**config.mk**
```make
export PLATFORM = sky130hd
export DESIGN_NAME = char_buf_writer
export DESIGN_NICKNAME = d
export VERILOG_FILES = /design/src/rtl/term_pkg.sv /design/src/rtl/line_end_ram.sv /design/src/rtl/char_buf_writer.sv
export SDC_FILE = /design/constraint.sdc
export NUM_CORES = 1
export LEC_CHECK = 0
export CORE_MARGIN = 2
export CORE_UTILIZATION = 60
export CTS_CLUSTER_DIAMETER = 200
export DETAILED_ROUTE_END_ITERATION = 10
export GPL_ROUTABILITY_DRIVEN = 0
export PLACE_DENSITY = 0.78
export SETUP_SLACK_MARGIN = 0.2
export SYNTH_ARGS = -nofsm -noshare
export SYNTH_HDL_FRONTEND = slang
export SYNTH_HIERARCHICAL = 1
export SYNTH_SLANG_ARGS = --single-unit
```
**constraint.sdc**
```tcl
create_clock -name clk_50m -period 10.15 [get_ports clk_50m]
set_input_delay 2.03 -clock clk_50m [delete_from_list [all_inputs] [get_ports clk_50m]]
set_output_delay 2.03 -clock clk_50m [all_outputs]
set_load 0.01 [all_outputs]
```
**src/rtl/term_pkg.sv**
```systemverilog
// Shared definitions for the 70x30 text terminal: geometry, key codes, writer states
// and the char_buf address/row mapping used by both the writer and the display side.
package term_pkg;

    localparam int unsigned COLS  = 70;
    localparam int unsigned ROWS  = 30;
    localparam int unsigned PROWS = 32;

    localparam logic [7:0] BLANK = 8'h20;
    localparam logic [7:0] ENTER = 8'h0D;
    localparam logic [7:0] BS    = 8'h08;

    localparam logic [6:0] LAST_COL  = 7'(COLS - 1);
    localparam logic [4:0] LAST_ROW  = 5'(ROWS - 1);
    localparam logic [4:0] LAST_PROW = 5'(PROWS - 1);

    typedef enum logic [1:0] {
        StIdle,
        StWrite,
        StClearLine,
        StClearAll
    } state_e;

    function automatic logic [14:0] buf_addr(input logic [4:0] prow, input logic [6:0] col);
        return {3'b000, prow, col};
    endfunction

    // Ring mapping: wraps modulo 32 by width.
    function automatic logic [4:0] phys_row(input logic [4:0] lrow, input logic [4:0] offset);
        return lrow + offset;
    endfunction

    function automatic logic is_printable(input logic [7:0] code);
        return (code >= 8'h20) && (code <= 8'h7E);
    endfunction

endpackage

```
**src/rtl/line_end_ram.sv**
```systemverilog
// 32 x 7 register file holding the end column of each physical row.
// One synchronous write port, one asynchronous read port and a bulk clear.
module line_end_ram
    import term_pkg::*;
(
    input  logic       clk,
    input  logic       rst,
    input  logic       we,
    input  logic       clr,
    input  logic [4:0] waddr,
    input  logic [6:0] wdata,
    input  logic [4:0] raddr,
    output logic [6:0] rdata
);

    logic [6:0] mem [PROWS];

    always_ff @(posedge clk or posedge rst) begin
        if (rst) begin
            mem <= '{default: '0};
        end else if (clr) begin
            mem <= '{default: '0};
        end else if (we) begin
            mem[waddr] <= wdata;
        end
    end

    assign rdata = mem[raddr];

endmodule

```
**src/rtl/char_buf_writer.sv**
```systemverilog
// Writer side of the text-terminal character buffer: accepts keys, writes cells,
// tracks the cursor and per-line end columns, scrolls the ring and clears the screen.
module char_buf_writer
    import term_pkg::*;
(
    input  logic        clk_50m,
    input  logic        rst,
    input  logic [7:0]  key_ascii,
    input  logic        key_valid,
    output logic        key_ready,
    input  logic        clr_req,
    output logic [14:0] char_addr,
    output logic [7:0]  char_din,
    output logic        char_wr,
    output logic [6:0]  h_cur,
    output logic [4:0]  v_cur,
    output logic [4:0]  line_offset,
    output logic        busy
);

    state_e     state_q;
    logic [7:0] key_q;
    logic [4:0] clr_row_q;
    logic [6:0] clr_col_q;

    logic [4:0] cur_prow;
    logic [4:0] prev_prow;
    logic [4:0] scroll_prow;
    logic       last_cell;

    logic       le_we;
    logic       le_clr;
    logic [4:0] le_waddr;
    logic [6:0] le_wdata;
    logic [6:0] le_rdata;

    assign cur_prow    = phys_row(v_cur, line_offset);
    assign prev_prow   = phys_row(v_cur - 5'd1, line_offset);
    assign scroll_prow = phys_row(LAST_ROW, line_offset + 5'd1);
    assign last_cell   = (clr_row_q == LAST_PROW) && (clr_col_q == LAST_COL);

    // A pending clear wins over a pending key.
    assign key_ready = (state_q == StIdle) && !clr_req;
    assign busy      = (state_q != StIdle);

    always_comb begin
        le_we    = 1'b0;
        le_clr   = 1'b0;
        le_waddr = cur_prow;
        le_wdata = '0;
        unique case (state_q)
            StWrite: begin
                if (is_printable(key_q) && (h_cur == LAST_COL)) begin
                    le_we    = 1'b1;
                    le_wdata = LAST_COL;
                end else if (key_q == ENTER) begin
                    le_we    = 1'b1;
                    le_wdata = h_cur;
                end
            end
            StClearLine: begin
                if (clr_col_q == LAST_COL) begin
                    le_we    = 1'b1;
                    le_waddr = clr_row_q;
                end
            end
            StClearAll: le_clr = char_wr && last_cell;
            default: ;
        endcase
    end

    line_end_ram u_line_end_ram (
        .clk   (clk_50m),
        .rst   (rst),
        .we    (le_we),
        .clr   (le_clr),
        .waddr (le_waddr),
        .wdata (le_wdata),
        .raddr (prev_prow),
        .rdata (le_rdata)
    );

    always_ff @(posedge clk_50m or posedge rst) begin
        if (rst) begin
            state_q     <= StClearAll;
            key_q       <= '0;
            clr_row_q   <= '0;
            clr_col_q   <= '0;
            h_cur       <= '0;
            v_cur       <= '0;
            line_offset <= '0;
            char_wr     <= 1'b0;
            char_addr   <= '0;
            char_din    <= '0;
        end else begin
            unique case (state_q)
                StIdle: begin
                    char_wr <= 1'b0;
                    if (clr_req) begin
                        state_q     <= StClearAll;
                        h_cur       <= '0;
                        v_cur       <= '0;
                        line_offset <= '0;
                        clr_row_q   <= '0;
                        clr_col_q   <= '0;
                        char_wr     <= 1'b1;
                        char_addr   <= buf_addr(5'd0, 7'd0);
                        char_din    <= BLANK;
                    end else if (key_valid) begin
                        // The cell write is issued here so it is visible during WRITE.
                        state_q <= StWrite;
                        key_q   <= key_ascii;
                        if (is_printable(key_ascii)) begin
                            char_wr   <= 1'b1;
                            char_addr <= buf_addr(cur_prow, h_cur);
                            char_din  <= key_ascii;
                        end else if ((key_ascii == BS) && (h_cur != 7'd0)) begin
                            char_wr   <= 1'b1;
                            char_addr <= buf_addr(cur_prow, h_cur - 7'd1);
                            char_din  <= BLANK;
                        end
                    end
                end
                StWrite: begin
                    char_wr <= 1'b0;
                    state_q <= StIdle;
                    if (is_printable(key_q) || (key_q == ENTER)) begin
                        if (is_printable(key_q) && (h_cur != LAST_COL)) begin
                            h_cur <= h_cur + 7'd1;
                        end else begin
                            h_cur <= '0;
                            if (v_cur != LAST_ROW) begin
                                v_cur <= v_cur + 5'd1;
                            end else begin
                                line_offset <= line_offset + 5'd1;
                                state_q     <= StClearLine;
                                clr_row_q   <= scroll_prow;
                                clr_col_q   <= '0;
                                char_wr     <= 1'b1;
                                char_addr   <= buf_addr(scroll_prow, 7'd0);
                                char_din    <= BLANK;
                            end
                        end
                    end else if (key_q == BS) begin
                        if (h_cur != 7'd0) begin
                            h_cur <= h_cur - 7'd1;
                        end else if (v_cur != 5'd0) begin
                            v_cur <= v_cur - 5'd1;
                            h_cur <= le_rdata;
                        end
                    end
                end
                StClearLine: begin
                    if (clr_col_q == LAST_COL) begin
                        char_wr <= 1'b0;
                        state_q <= StIdle;
                    end else begin
                        clr_col_q <= clr_col_q + 7'd1;
                        char_addr <= buf_addr(clr_row_q, clr_col_q + 7'd1);
                    end
                end
                StClearAll: begin
                    // After reset char_wr is low, so the first cycle only primes the sweep.
                    if (!char_wr) begin
                        char_wr   <= 1'b1;
                        char_din  <= BLANK;
                        clr_row_q <= '0;
                        clr_col_q <= '0;
                        char_addr <= buf_addr(5'd0, 7'd0);
                    end else if (last_cell) begin
                        char_wr <= 1'b0;
                        state_q <= StIdle;
                    end else if (clr_col_q == LAST_COL) begin
                        clr_col_q <= '0;
                        clr_row_q <= clr_row_q + 5'd1;
                        char_addr <= buf_addr(clr_row_q + 5'd1, 7'd0);
                    end else begin
                        clr_col_q <= clr_col_q + 7'd1;
                        char_addr <= buf_addr(clr_row_q, clr_col_q + 7'd1);
                    end
                end
                default: state_q <= StClearAll;
            endcase
        end
    end

endmodule

```
## Word-level counts from Yosys, hierarchy flattened

Index checks and enable logic that the tools add are counted.

- Memories kept: 0
- Bits in registers: 287
- Memory bits (writable): 0
- Memory bits (read-only): 0
- Bits in latches: 0

- Divide/modulo/power cells: 0
- Multipliers: 0
- Reduce and logical (&&, ||, !) cells: 27
- Shift-type cells: 0
- Equality and inequality tests: 30
- Bitwise operators: 3
- Mux-type cells: 93
- Order comparisons: 7
- $add $sub $neg: 10

Operator list:

| operator | number |
|---|---|
| 224-bit 2-to-1 mux | 2 |
| 224-bit bitwise mux | 1 |
| 15-bit 2-to-1 mux | 10 |
| 7-bit 2-to-1 mux | 19 |
| 5-bit 2-to-1 mux | 18 |
| 8-bit 2-to-1 mux | 8 |
| 15-bit case mux with 4 select lines | 1 |
| 7-bit binary-select mux with 5-bit select | 1 |
| 7-bit demux with 5-bit select | 1 |
| 7-bit case mux with 4 select lines | 1 |
| 7-bit AND reduction | 4 |
| 8-bit by 4-bit equality test with 1-bit output (second input constant) | 3 |
| 3-bit != test (second input constant) | 8 |
| 8-bit case mux with 3 select lines | 1 |
| 5-bit case mux with 2 select lines | 2 |
| 2-bit != test (second input constant) | 9 |
| 8-bit by 6-bit >= comparator with 1-bit output (second input constant) | 2 |
| 8-bit by 7-bit less-or-equal comparator with 1-bit output (second input constant) | 2 |
| 2-bit 2-to-1 mux | 8 |
| 5-bit by 1-bit adder with 5-bit output (second input constant) | 3 |
| 5-bit case mux with 3 select lines | 1 |
| 7-bit by 1-bit adder with 7-bit output (second input constant) | 2 |
| 7-bit equality test (second input constant) | 2 |
| 1-bit 2-to-1 mux | 14 |
| other kinds (32) | 47 |

## Logic depth before layout (Yosys ltp)

Gate-level depths: netlist of run 1.

- Depth after elaboration: 11
- Mapped depth: 14
- Depth with buffers taken out: 13

## Hierarchy

Netlist of run 1, hierarchy kept.

Modules (own cells, without submodules):

| module | instances | cells each | area each (um^2) |
|---|---|---|---|
| line_end_ram | 1 | 1,151 | 11,447.2 |
| char_buf_writer | 1 | 520 | 4,434.3 |

## Worst setup path before layout of run 1

No wires, ideal clock.

- Kind: input to output
- Start point: input clr_req
- End point: output key_ready
- Path buffers: 0
- Arrival time: 2.325 ns
- Cell stages on the path: 2
- Setup slack: 5.795 ns
- Required time: 8.120 ns
- Cell sequence: nand2b_1 inv_1

- Cells in the longest elaborated chain, start to end: 2

RTL lines:

| item | line | text |
|---|---|---|
| start: declaration | char_buf_writer.sv:11 | `input logic clr_req,` |
| 1-bit zero test | char_buf_writer.sv:43 | `assign key_ready = (state_q == StIdle) && !clr_req;` |
| 1-bit logical AND | char_buf_writer.sv:43 |  |
| end: declaration | char_buf_writer.sv:10 | `output logic key_ready,` |

No other way between the ends.

## Final worst setup path of run 1

Same ends and word-level chain as after synthesis.

==> results of run 1 <==
placed cells by master (no fill, tap or decap), types with 14 or more instances in the layout:
cell / synthesis / final
dfrtp_1: 282 / 282
a21oi_1: 252 / 252
nand3_1: 248 / 247
o21ai_0: 217 / 217
mux4_2: 70 / 70
nand2_1: 66 / 66
o21ai_1: 59 / 59
clkdlybuf4s50_1: 0 / 51
clkbuf_16: 0 / 31
buf_4: 3 / 29
nor2_1: 31 / 28
ha_1: 25 / 25
inv_1: 26 / 24
xnor2_1: 16 / 15
mux2_2: 15 / 15
xor2_1: 15 / 14
kinds of logic after synthesis:
logic type,synth area share [%]
xor+xnor,1.710
mux,11.80
compound gates,20.22
other cells,0.02361
simple gates,13.94
flops,44.76
buf+inv,5.318
fa+ha+maj,2.222
metal layers:
layer	vias up	GRT usage, %
li1	5983	-
met1	6737	43.48
met2	878	51.46
met3	147	5.181
met4	0	12.71
met5	-	0
metrics by stage:
step	cell area [um^2]	hold WS, ns	utilization (%)
global placement	16370	0.4627	62.82
CTS	17500	0.4835	67.15
detailed placement	16370	0.4695	62.82
finish	17500	0.4779	67.15
global route	17500	0.5038	67.15
floorplan	15890	0.4637	-
flip-flops by register name, indices dropped and copies added, names as in the netlist:
register,cells
state_q,2
u_line_end_ram/mem,224
v_cur,5
char_wr,1
key_q,8
clr_col_q,7
h_cur,7
line_offset,5
char_addr,12
char_din,8
clr_row_q,5
layout make-up:
class	count	area [um^2]	area share [%]
Sequential cell	284	7109	40.63
Tap cell	335	419.2	2.395
Multi-Input combinational cell	1182	8008	45.76
Inverter	26	105.1	0.6006
Timing Repair Buffer	80	728.2	4.161
Clock buffer	42	887.1	5.069
Clock inverter	13	242.7	1.387
power groups by stage:
stage	sequential (uW)	combinational (uW)	clock [uW]
6_report	1310	1940	1250
5_1_grt	1330	2060	1310
4_1_cts	1310	1920	1260
3_5_place_dp	1330	1910	0
3_3_place_gp	1330	1880	0
2_1_floorplan	1320	1430	0
worst paths after layout:
check | to | slack [ns] | from | cells past startpoint
max | key_ready | 4.32 | clr_req | 4
min | char_addr[8] | 0.48 | char_addr[8] | 2
max reg2reg | h_cur[4] | 5.25 | v_cur[0] | 11
min reg2reg | char_addr[8] | 0.48 | char_addr[8] | 2
max in group asynchronous | u_line_end_ram/mem[167] | 6.43 | rst | 3
min in group asynchronous | u_line_end_ram/mem[147] | 2.12 | rst | 2
cell usage after synthesis (all sizes together) (6+ instances only):
| library cell | instances |
|---|---|
| xnor2 | 16 |
| nor2 | 31 |
| o22ai | 8 |
| nand3 | 250 |
| a21oi | 252 |
| inv | 26 |
| nand4 | 6 |
| ha | 25 |
| o21ai | 277 |
| a21o | 8 |
| xor2 | 15 |
| mux4 | 70 |
| o31ai | 10 |
| mux2 | 22 |
| nor3 | 14 |
| nand2 | 66 |
| nand2b | 6 |
| dfrtp | 282 |
| or4 | 6 |
| and3 | 12 |
| clkbuf | 144 |
| buf | 37 |
tightest hold or removal path: stages, from the launching register on:
cell and delay (ns):
dfrtp_1 0.34, nand2_1 0.05, o31ai_1 0.05
==> summary.md, run 1 <==
| Metric | Value |
|---|---|
| Status | `complete, no violations` |
| Area contributors post-synth | `dfrtp_1, mux4_2, a21oi_1, nand3_1, o21ai_0` |
| I/O pins | `55` |
| Layout cell share with drive strength beyond 1 | `12.60%` |
| Net Sw Frac | `~40%` |
| Buf+Inv Stages, Crit Path | `3` |
| Syn Std Cell Area | `between 15000 and 20000 um^2` |
| Critical Path Start Type | `input pin` |
| Routed wl met3 | `4743 um` |
| Hold_buf cts | `0` |
| Post-layout net count | `1644` |
| P_int | `approximately 2700 uW` |
| Congestion Overflow GR | `0` |
| Top cell type's share of synthesized area | `between 40% and 50%` |
| Avg Inst Size Synth | `9.504 um^2` |
| Yosys reg bits | `284` |
| Drt initial violations | `1885` |
| Worst EP arrival | `3.80 ns` |
| Postcts setup bufs | `0` |
| Final setup vio count | `0` |
| DRC viols | `0` |
| Die area | `27790 um^2` |
| Crit path max-delay family | `buffers and inverters` |
| Met2 Routed Length | `approximately 21000 um` |
| Post-synth EDFFs | `0` |
| Input/output buffers | `51` |
| Die width | `166.7 um` |
| Max-cap violations | `0` |
| CTS-repair resized insts | `0` |
| Sequential share of power | `about 29%` |
| CTS buffer count | `31` |
| Fin crit share | `57.45%` |
| Vias per inst | `about 7.0` |
| Sum Neg Setup Slack | `0 ns` |
| Clk pin slew, worst setup/hold paths | `0.06 ns` |
| Vias in the first global route | `approximately 14000` |
| Chip height | `166.7 um` |
| CP Cell Sequence | `clkdlybuf4s50_1, nand2b_1, inv_1, clkdlybuf4s50_1` |
| Crit-path max cell delay | `0.58 ns` |
| Fmax | `171.5 MHz` |
| Detailed placer's ending HPWL | `24710 um` |
| CP max-delay cell | `clkdlybuf4s50_1` |
| Final Non-Filler Cells | `1962` |
| Initial antenna violation count | `0` |
| Actual transition at the worst max-transition pin | `1.151 ns` |
| Final WL | `44450 um` |
| Worst-skew pair later-pin latency | `0.56 ns` |
| Largest net degree at the start of global routing | `between 150 and 200` |
| Maximum vdd drop | `0.0002752 V` |
| CTS tree | `done` |
| Wl on met1 | `17060 um` |
| Psw | `1794 uW` |
| Clk sinks | `284` |
| Cell area power density | `roughly 260 nW/um^2` |
| # rows | `59` |
| Comb power frac | `43.1%` |
| Core area | `26060 um^2` |
| DP Cell Count | `between 1500 and 2000` |
| ANT cells | `0` |
| Synth Instances | `between 1500 and 2000` |
| Critical path peak fanout | `12` |
| Clock power share | `~28%` |
| DP Worst Slack | `4.383 ns` |
| Hold Fails Final Rpt | `0` |
| Worst Slack Setup Final | `between 4 and 5 ns` |
| Top layer reached by signal wires | `met4` |
| Leak | `0.007238 uW` |
| Synthesis-to-layout area growth | `10.19%` |
| Min Tclk post-route | `5.831 ns` |
| Routed wire per std cell | `approximately 23 um` |
| Initial Util | `between 60% and 70%` |
| Worst path most repeated cell | `clkdlybuf4s50_1` |
| Htree depth | `1` |
| Yosys warnings | `6` |
| Vias | `13750` |
| Critical path class | `input pin to output pin` |
| Antenna viol nets, final | `0` |
| Final Slew Violations | `0` |
| Slew margin rel. | `a little over a fifth` |
| First-pass GRT wire length | `around 73000 um` |
| Gr usage total | `31.81%` |
| Pre-antenna DRT Iters | `7` |
| Unrepaired setup endpoints after global routing | `false` |
| Final setup skew | `0.01110 ns` |
| Clock Root Buffer | `clkbuf_16` |
| CP Capture Type | `output pin` |
| Pwr Total | `4506 uW` |
| CTS max path bufs | `3` |
| Distinct cells, synth | `73` |
| Fill cell count | `a little under 2000` |
| Worst hold path class | `flip-flop to flip-flop` |
| Ys async rst share | `100.0%` |
| CP required | `slightly above 8 ns` |
| Sequential share of the synthesized area | `about 45%` |
| Leading area contributor after synthesis | `dfrtp_1` |
| Ys flop type | `dfrtp_1` |
No activity file was read; power rests on OpenSTA's default activity.
==> inputs of run 2 (changes only) <==
- CORE_UTILIZATION: 60 -> 56
- PLACE_DENSITY: 0.78 -> 0.77
- clock period: 10.15 -> 5.17 ns (I/O delays scaled with it)
==> run 2 against run 1 <==
Setup slack got worse by 3.6 ns. Cell area rose by 0.46%. Clock-buffer cell count rose by 2. Clock power rose by 79%. Power rose by 96%. Wire length rose by 3.9%. Core utilization fell by 4.0 points. Critical path type is now flip-flop to flip-flop.
==> summary.md, run 2 (same netlist as run 1, synthesis figures left out) <==
| Metric | Value |
|---|---|
| Vias in the first global route | `13850 (+1.3%)` |
| Die area | `29720 um^2 (+7.0%)` |
| Initial antenna violation count | `0 (unchanged)` |
| Hold_buf cts | `0 (unchanged)` |
| Most common cell after layout, fill and taps aside | `dfrtp_1` |
| First-pass GRT wire length | `75090 um (+3.5%)` |
| Max-cap violations | `0 (unchanged)` |
| CTS max path bufs | `3 (unchanged)` |
| Synthesis-to-layout area growth | `10.70%` |
| I/O pins | `55 (unchanged)` |
| CP required | `5.61 ns (-2.51 ns)` |
| Antenna viol nets, final | `0 (unchanged)` |
| Fin crit share | `between 80 and 90%` |
| Psw | `3603 uW (+100%)` |
| P_int | `5230 uW (+93%)` |
| Slew margin rel. | `11.42% (-10 points)` |
| ANT cells | `0 (unchanged)` |
| Vias | `13930 (+1.3%)` |
| Commonest cells after routing, fill and taps aside | `dfrtp_1, a21oi_1, nand3_1` |
| CTS-repair resized insts | `0 (unchanged)` |
| Gr usage total | `31.98% (+0.16 points)` |
| Final Non-Filler Cells | `2013 (+2.6%)` |
| Pwr Total | `8833 uW (+96%)` |
| Worst-skew pair later-pin latency | `0.58 ns (+0.02 ns)` |
| Top Registers | `u_line_end_ram/mem: 224 flops, char_addr: 12 flops` |
| CP Cell Sequence | `inv_1, ha_1, inv_1, fa_4, buf_4, mux4_2, mux4_2, mux2_2, nor2_1, a211oi_1, a31oi_1, o31ai_1` |
| Maximum vdd drop | `0.0003769 V (+37%)` |
| Die width | `172.4 um (+3.4%)` |
| # rows | `61 (+3.4%)` |
| CP max-delay cell | `fa_4` |
| Layout cell share with drive strength beyond 1 | `12.78% (+0.18 points)` |
| Drt initial violations | `1989 (+5.5%)` |
| Initial Util | `57.01% (-3.9 points)` |
| Chip height | `172.4 um (+3.4%)` |
| Worst hold path class | `flip-flop to flip-flop` |
| Largest net degree at the start of global routing | `127 (-16%)` |
| Hold Fails Final Rpt | `0 (unchanged)` |
| Postcts setup bufs | `0 (unchanged)` |
| Critical path peak fanout | `17 (+5)` |
| Crit-path max cell delay | `1.04 ns (+0.46 ns)` |
| Top reg by flops | `u_line_end_ram/mem` |
| Max reg flops | `224 (unchanged)` |
| Clock power share | `25.4% (-2.3 points)` |
| Multi-input gate area | `8000 um^2 (about the same)` |
| Fill cell count | `2228 (+14%)` |
| Net Sw Frac | `40.79% (+0.97 points)` |
| Pre-antenna DRT Iters | `9 (+2)` |
| Congestion Overflow GR | `0 (unchanged)` |
| Clk pin slew, worst setup/hold paths | `0.07 ns (about the same)` |
| Core area | `27860 um^2 (+6.9%)` |
| Leak | `0.007262 uW (+0.32%)` |
| Fmax | `between 200 and 250 MHz` |
| Sum Neg Setup Slack | `0 ns (unchanged)` |
| Sequential share of power | `29.1% (about the same)` |
| Final Slew Violations | `0 (unchanged)` |
| Unrepaired setup endpoints after global routing | `false` |
| DRC viols | `0 (unchanged)` |
| Min Tclk post-route | `~4.4 ns` |
| CP Capture Type | `flip-flop` |
| Cell area power density | `502.4 nW/um^2 (+95%)` |
| Clock Root Buffer | `clkbuf_16` |
| DP Cell Count | `1960 (+2.8%)` |
| Comb power frac | `45.5% (+2.4 points)` |
| Detailed placer's ending HPWL | `26940 um (+9.0%)` |
| CTS tree | `done` |
| Critical Path Start Type | `flip-flop` |
| Worst EP arrival | `4.87 ns (+1.07 ns)` |
| CTS buffer count | `30 (-3.2%)` |
| Status | `complete, no violations` |
| Final WL | `46190 um (+3.9%)` |
| Clk sinks | `284 (unchanged)` |
| Input/output buffers | `51 (unchanged)` |
| Register area | `7109 um^2 (unchanged)` |
| Vias per inst | `6.920 (-1.2%)` |
| Post-layout net count | `1653 (+0.55%)` |
| Routed wire per std cell | `22.95 um (+1.3%)` |
| Final setup skew | `0.02988 ns (+0.01878 ns)` |
| Critical path class | `flip-flop to flip-flop` |
| Actual transition at the worst max-transition pin | `1.329 ns (+0.1775 ns)` |
| Final setup vio count | `0 (unchanged)` |
| Htree depth | `1 (unchanged)` |
-- run 2: through the flow --
step	instance area (um^2)	setup WS, ns	hold WS, ns	utilization (%)
2_1_floorplan	15890	1.212	0.4637	-
3_3_place_gp	16560	0.9066	0.4655	59.45
3_5_place_dp	16560	0.7665	0.4739	59.45
4_1_cts	17580	0.7605	0.4881	63.11
5_1_grt	17580	0.5011	0.5060	63.11
6_report	17580	0.7422	0.4843	63.11
-- run 2: worst max-delay path, delay by kind of cell, from the launching register on --
family                   cells  cell delay, ns
buffers and inverters        3            0.63
multiplexers                 3            1.33
flip-flops                   1            0.49
AO/OA/AOI/OAI                3            0.35
adder cells (fa/ha/maj)      2            1.37
AND/OR/NAND/NOR              1            0.11
-- run 2: final timing paths --
check,cells past startpoint,endpoint,startpoint,slack [ns]
setup / recovery,12,h_cur[1],v_cur[0],0.74
hold / removal,2,char_addr[8],char_addr[8],0.48
setup reg to reg,12,h_cur[1],v_cur[0],0.74
hold reg to reg,2,char_addr[8],char_addr[8],0.48
max in group asynchronous,3,u_line_end_ram/mem[83],rst,3.14
min in group asynchronous,2,h_cur[0],rst,0.83
-- run 2: final cells by class --
| cell class | instances | share of cell area, % |
|---|---|---|
| multi-input cells | 1182 | 45.51 |
| flip-flops and latches | 284 | 40.44 |
| clock buffers | 44 | 5.089 |
| repair buffers | 90 | 4.996 |
| well taps | 378 | 2.690 |
| clock inverters | 9 | 0.7046 |
| inverters | 26 | 0.5765 |
-- run 2: power by group through the flow --
stage / clock (uW) / combinational [uW] / sequential [uW]
floorplan: 0 / 2810 / 2590
global placement: 0 / 3840 / 2600
detailed placement: 0 / 3920 / 2610
CTS: 2270 / 3940 / 2570
global route: 2360 / 4250 / 2600
finish: 2240 / 4020 / 2570
-- run 2: per-layer routing --
metal  vias to the layer above  track usage (%)  share of wire [%]
li1                       6005                -                  -
met1                      6834            44.21                 39
met2                       933            50.07                 46
met3                       158            6.020                 11
met4                         0            13.08                3.5
met5                         -                0                  0
==> inputs of run 3 (changes only) <==
- PLACE_DENSITY: 0.77 -> 0.79
==> run 3 against run 2 <==
Setup slack worse by 0.0086 ns. Cell area grew 0.12%. Clock power about the same. Non-clock buffer count is 3 lower. Global-route usage fell by 0.29 points. Sequential share of layout area barely moved. Clock-buffer cell count down 2. Clock skew down 0.010 ns. Critical path depth is 1 lower. Die area unchanged. Critical path type unchanged. Critical endpoint is now h_cur[2]. Largest cell class unchanged.
==> summary.md, run 3 (same netlist as run 1, synthesis figures left out) <==
| Metric | Value |
|---|---|
| First-pass GRT wire length | `74580 um (-0.68%)` |
| I/O pins | `55 (unchanged)` |
| Fin crit share | `85.81% (+0.17 points)` |
| Chip height | `172.4 um (unchanged)` |
| CTS buffer count | `31 (+3.3%)` |
| Postcts setup bufs | `0 (unchanged)` |
| Gr usage total | `31.69% (-0.29 points)` |
| Core area | `27860 um^2 (unchanged)` |
| Sum Neg Setup Slack | `0 ns (unchanged)` |
| Clk sinks | `284 (unchanged)` |
| DP Cell Count | `1957 (-0.15%)` |
| Detailed placer's ending HPWL | `26020 um (-3.4%)` |
| Drt initial violations | `1774 (-11%)` |
| CTS tree | `done` |
| Max reg flops | `224 (unchanged)` |
| Initial Util | `57.01% (unchanged)` |
| Fill cell count | `2195 (-1.5%)` |
| DRC viols | `0 (unchanged)` |
| Vias in the first global route | `13940 (+0.64%)` |
| Final Non-Filler Cells | `2009 (-0.20%)` |
| FF-to-FF End | `h_cur[2]` |
| Top Registers | `u_line_end_ram/mem: 224 flops, char_addr: 12 flops` |
| ANT cells | `0 (unchanged)` |
| RR Startpoint | `v_cur[0]` |
| Final Slew Violations | `0 (unchanged)` |
| Clk pin slew, worst setup/hold paths | `0.06 ns (about the same)` |
| CP required | `5.59 ns (-0.02 ns)` |
| Final setup skew | `0.01984 ns (-0.01003 ns)` |
| Final setup vio count | `0 (unchanged)` |
| Final WL | `45580 um (-1.3%)` |
| Most common cell after layout, fill and taps aside | `dfrtp_1` |
| Die width | `172.4 um (unchanged)` |
| Input/output buffers | `51 (unchanged)` |
| Critical path peak fanout | `24 (+7)` |
| Comb power frac | `45.3% (-0.2 points)` |
| Clock power share | `25.6% (+0.2 points)` |
| Die area | `29720 um^2 (unchanged)` |
| Top reg by flops | `u_line_end_ram/mem` |
| Critical Path Start Type | `flip-flop` |
| Net Sw Frac | `40.68% (-0.10 points)` |
| Htree depth | `1 (unchanged)` |
| Hold Path Depth | `2 (unchanged)` |
| P_int | `5259 uW (+0.56%)` |
| Cell area power density | `503.8 nW/um^2 (+0.26%)` |
| Psw | `3608 uW (+0.13%)` |
| Congestion Overflow GR | `0 (unchanged)` |
| Fmax | `225.4 MHz (-0.19%)` |
| Maximum vdd drop | `0.0005477 V (+45%)` |
| Routed wire per std cell | `22.69 um (-1.1%)` |
| Post-layout net count | `1651 (-0.12%)` |
| Vias | `13930 (-0.014%)` |
| Hold_buf cts | `0 (unchanged)` |
| CTS max path bufs | `3 (unchanged)` |
| CP Capture Type | `flip-flop` |
| Layout cell share with drive strength beyond 1 | `12.69% (-0.091 points)` |
| Pre-antenna DRT Iters | `6 (-3)` |
| CTS-repair resized insts | `0 (unchanged)` |
| Placed Instance Area | `16560 um^2 (about the same)` |
| Worst hold path class | `flip-flop to flip-flop` |
| Worst EP arrival | `4.85 ns (-0.02 ns)` |
| Commonest cells after routing, fill and taps aside | `dfrtp_1, a21oi_1, nand3_1` |
| Worst Hold End | `char_addr[1]` |
| Critical path class | `flip-flop to flip-flop` |
| Sequential share of power | `29.1% (about the same)` |
| Leak | `0.007270 uW (+0.11%)` |
| Hold Path Origin | `char_addr[1]` |
| Initial antenna violation count | `0 (unchanged)` |
| Max-cap violations | `0 (unchanged)` |
| Vias per inst | `6.933 (+0.18%)` |
| Slew margin rel. | `10.60% (-0.82 points)` |
| Hold Fails Final Rpt | `0 (unchanged)` |
| Actual transition at the worst max-transition pin | `1.331 ns (+0.002776 ns)` |
| Antenna viol nets, final | `0 (unchanged)` |
| Unrepaired setup endpoints after global routing | `false` |
| Status | `complete, no violations` |
| Worst-skew pair later-pin latency | `0.57 ns (about the same)` |
| Design Area, Final | `17600 um^2 (+0.12%)` |
| Layout Utilization | `63.18% (+0.076 points)` |
| Synthesis-to-layout area growth | `10.83%` |
| Min Tclk post-route | `4.436 ns (+0.008628 ns)` |
| Reg-to-reg slack, setup | `0.73 ns (about the same)` |
| Clock Root Buffer | `clkbuf_16` |
| Largest net degree at the start of global routing | `110 (-13%)` |
| Reg2Reg Depth | `11 (-1)` |
| Pwr Total | `8867 uW (+0.38%)` |
| # rows | `61 (unchanged)` |
## run 3: worst max path at each step
stage | startpoint | to | slack, ns | cells past startpoint
2_1_floorplan | rst | u_line_end_ram/mem[0] | 1.21 | 1
3_3_place_gp | v_cur[0] | h_cur[2] | 0.88 | 11
3_5_place_dp | v_cur[0] | h_cur[2] | 0.78 | 11
4_1_cts | v_cur[0] | h_cur[2] | 0.74 | 11
5_1_grt | line_offset[0] | u_line_end_ram/mem[23] | 0.47 | 11
6_report | v_cur[0] | h_cur[2] | 0.73 | 11
## run 3: metal layers
metal	global-route usage, %	part of all wire [%]	vias to the layer above
met4	13.08	3.3	0
li1	-	-	5997
met5	0	0	-
met3	5.905	9.9	146
met2	51.04	47	858
met1	42.55	39	6927
## run 3: stage by stage
stage          setup slack, ns  hold slack (ns)
2_1_floorplan            1.212           0.4637
3_3_place_gp            0.8808           0.4613
3_5_place_dp            0.7758           0.4694
4_1_cts                 0.7433           0.4835
5_1_grt                 0.4725           0.4959
6_report                0.7336           0.4805
## run 3: layout make-up
class / instances / area [um^2] / share of cell area, %
clock buffers: 42 / 887.1 / 5.040
flip-flops and latches: 284 / 7109 / 40.39
inverters: 26 / 101.3 / 0.5758
multi-input cells: 1182 / 8000 / 45.45
clock inverters: 10 / 150.1 / 0.8530
repair buffers: 87 / 880.8 / 5.004
well taps: 378 / 473.0 / 2.687
## run 3: power groups by stage
stage / logic, uW / registers (uW) / clock network (uW)
final: 4010 / 2580 / 2270
after global routing: 4280 / 2610 / 2390
after CTS: 3950 / 2580 / 2290
after detailed placement: 3940 / 2610 / 0
after global placement: 3880 / 2600 / 0
after floorplan: 2810 / 2590 / 0
## run 3: critical path, stage by stage, from the launching register on
cell     delay [ns]
dfrtp_1        0.48
inv_1          0.15
ha_1           0.33
inv_1          0.08
fa_4           1.16
buf_4          0.35
mux4_2         0.54
mux4_2         0.50
mux2_2         0.27
o21ai_0        0.18
a22o_1         0.17
o21ai_1        0.06
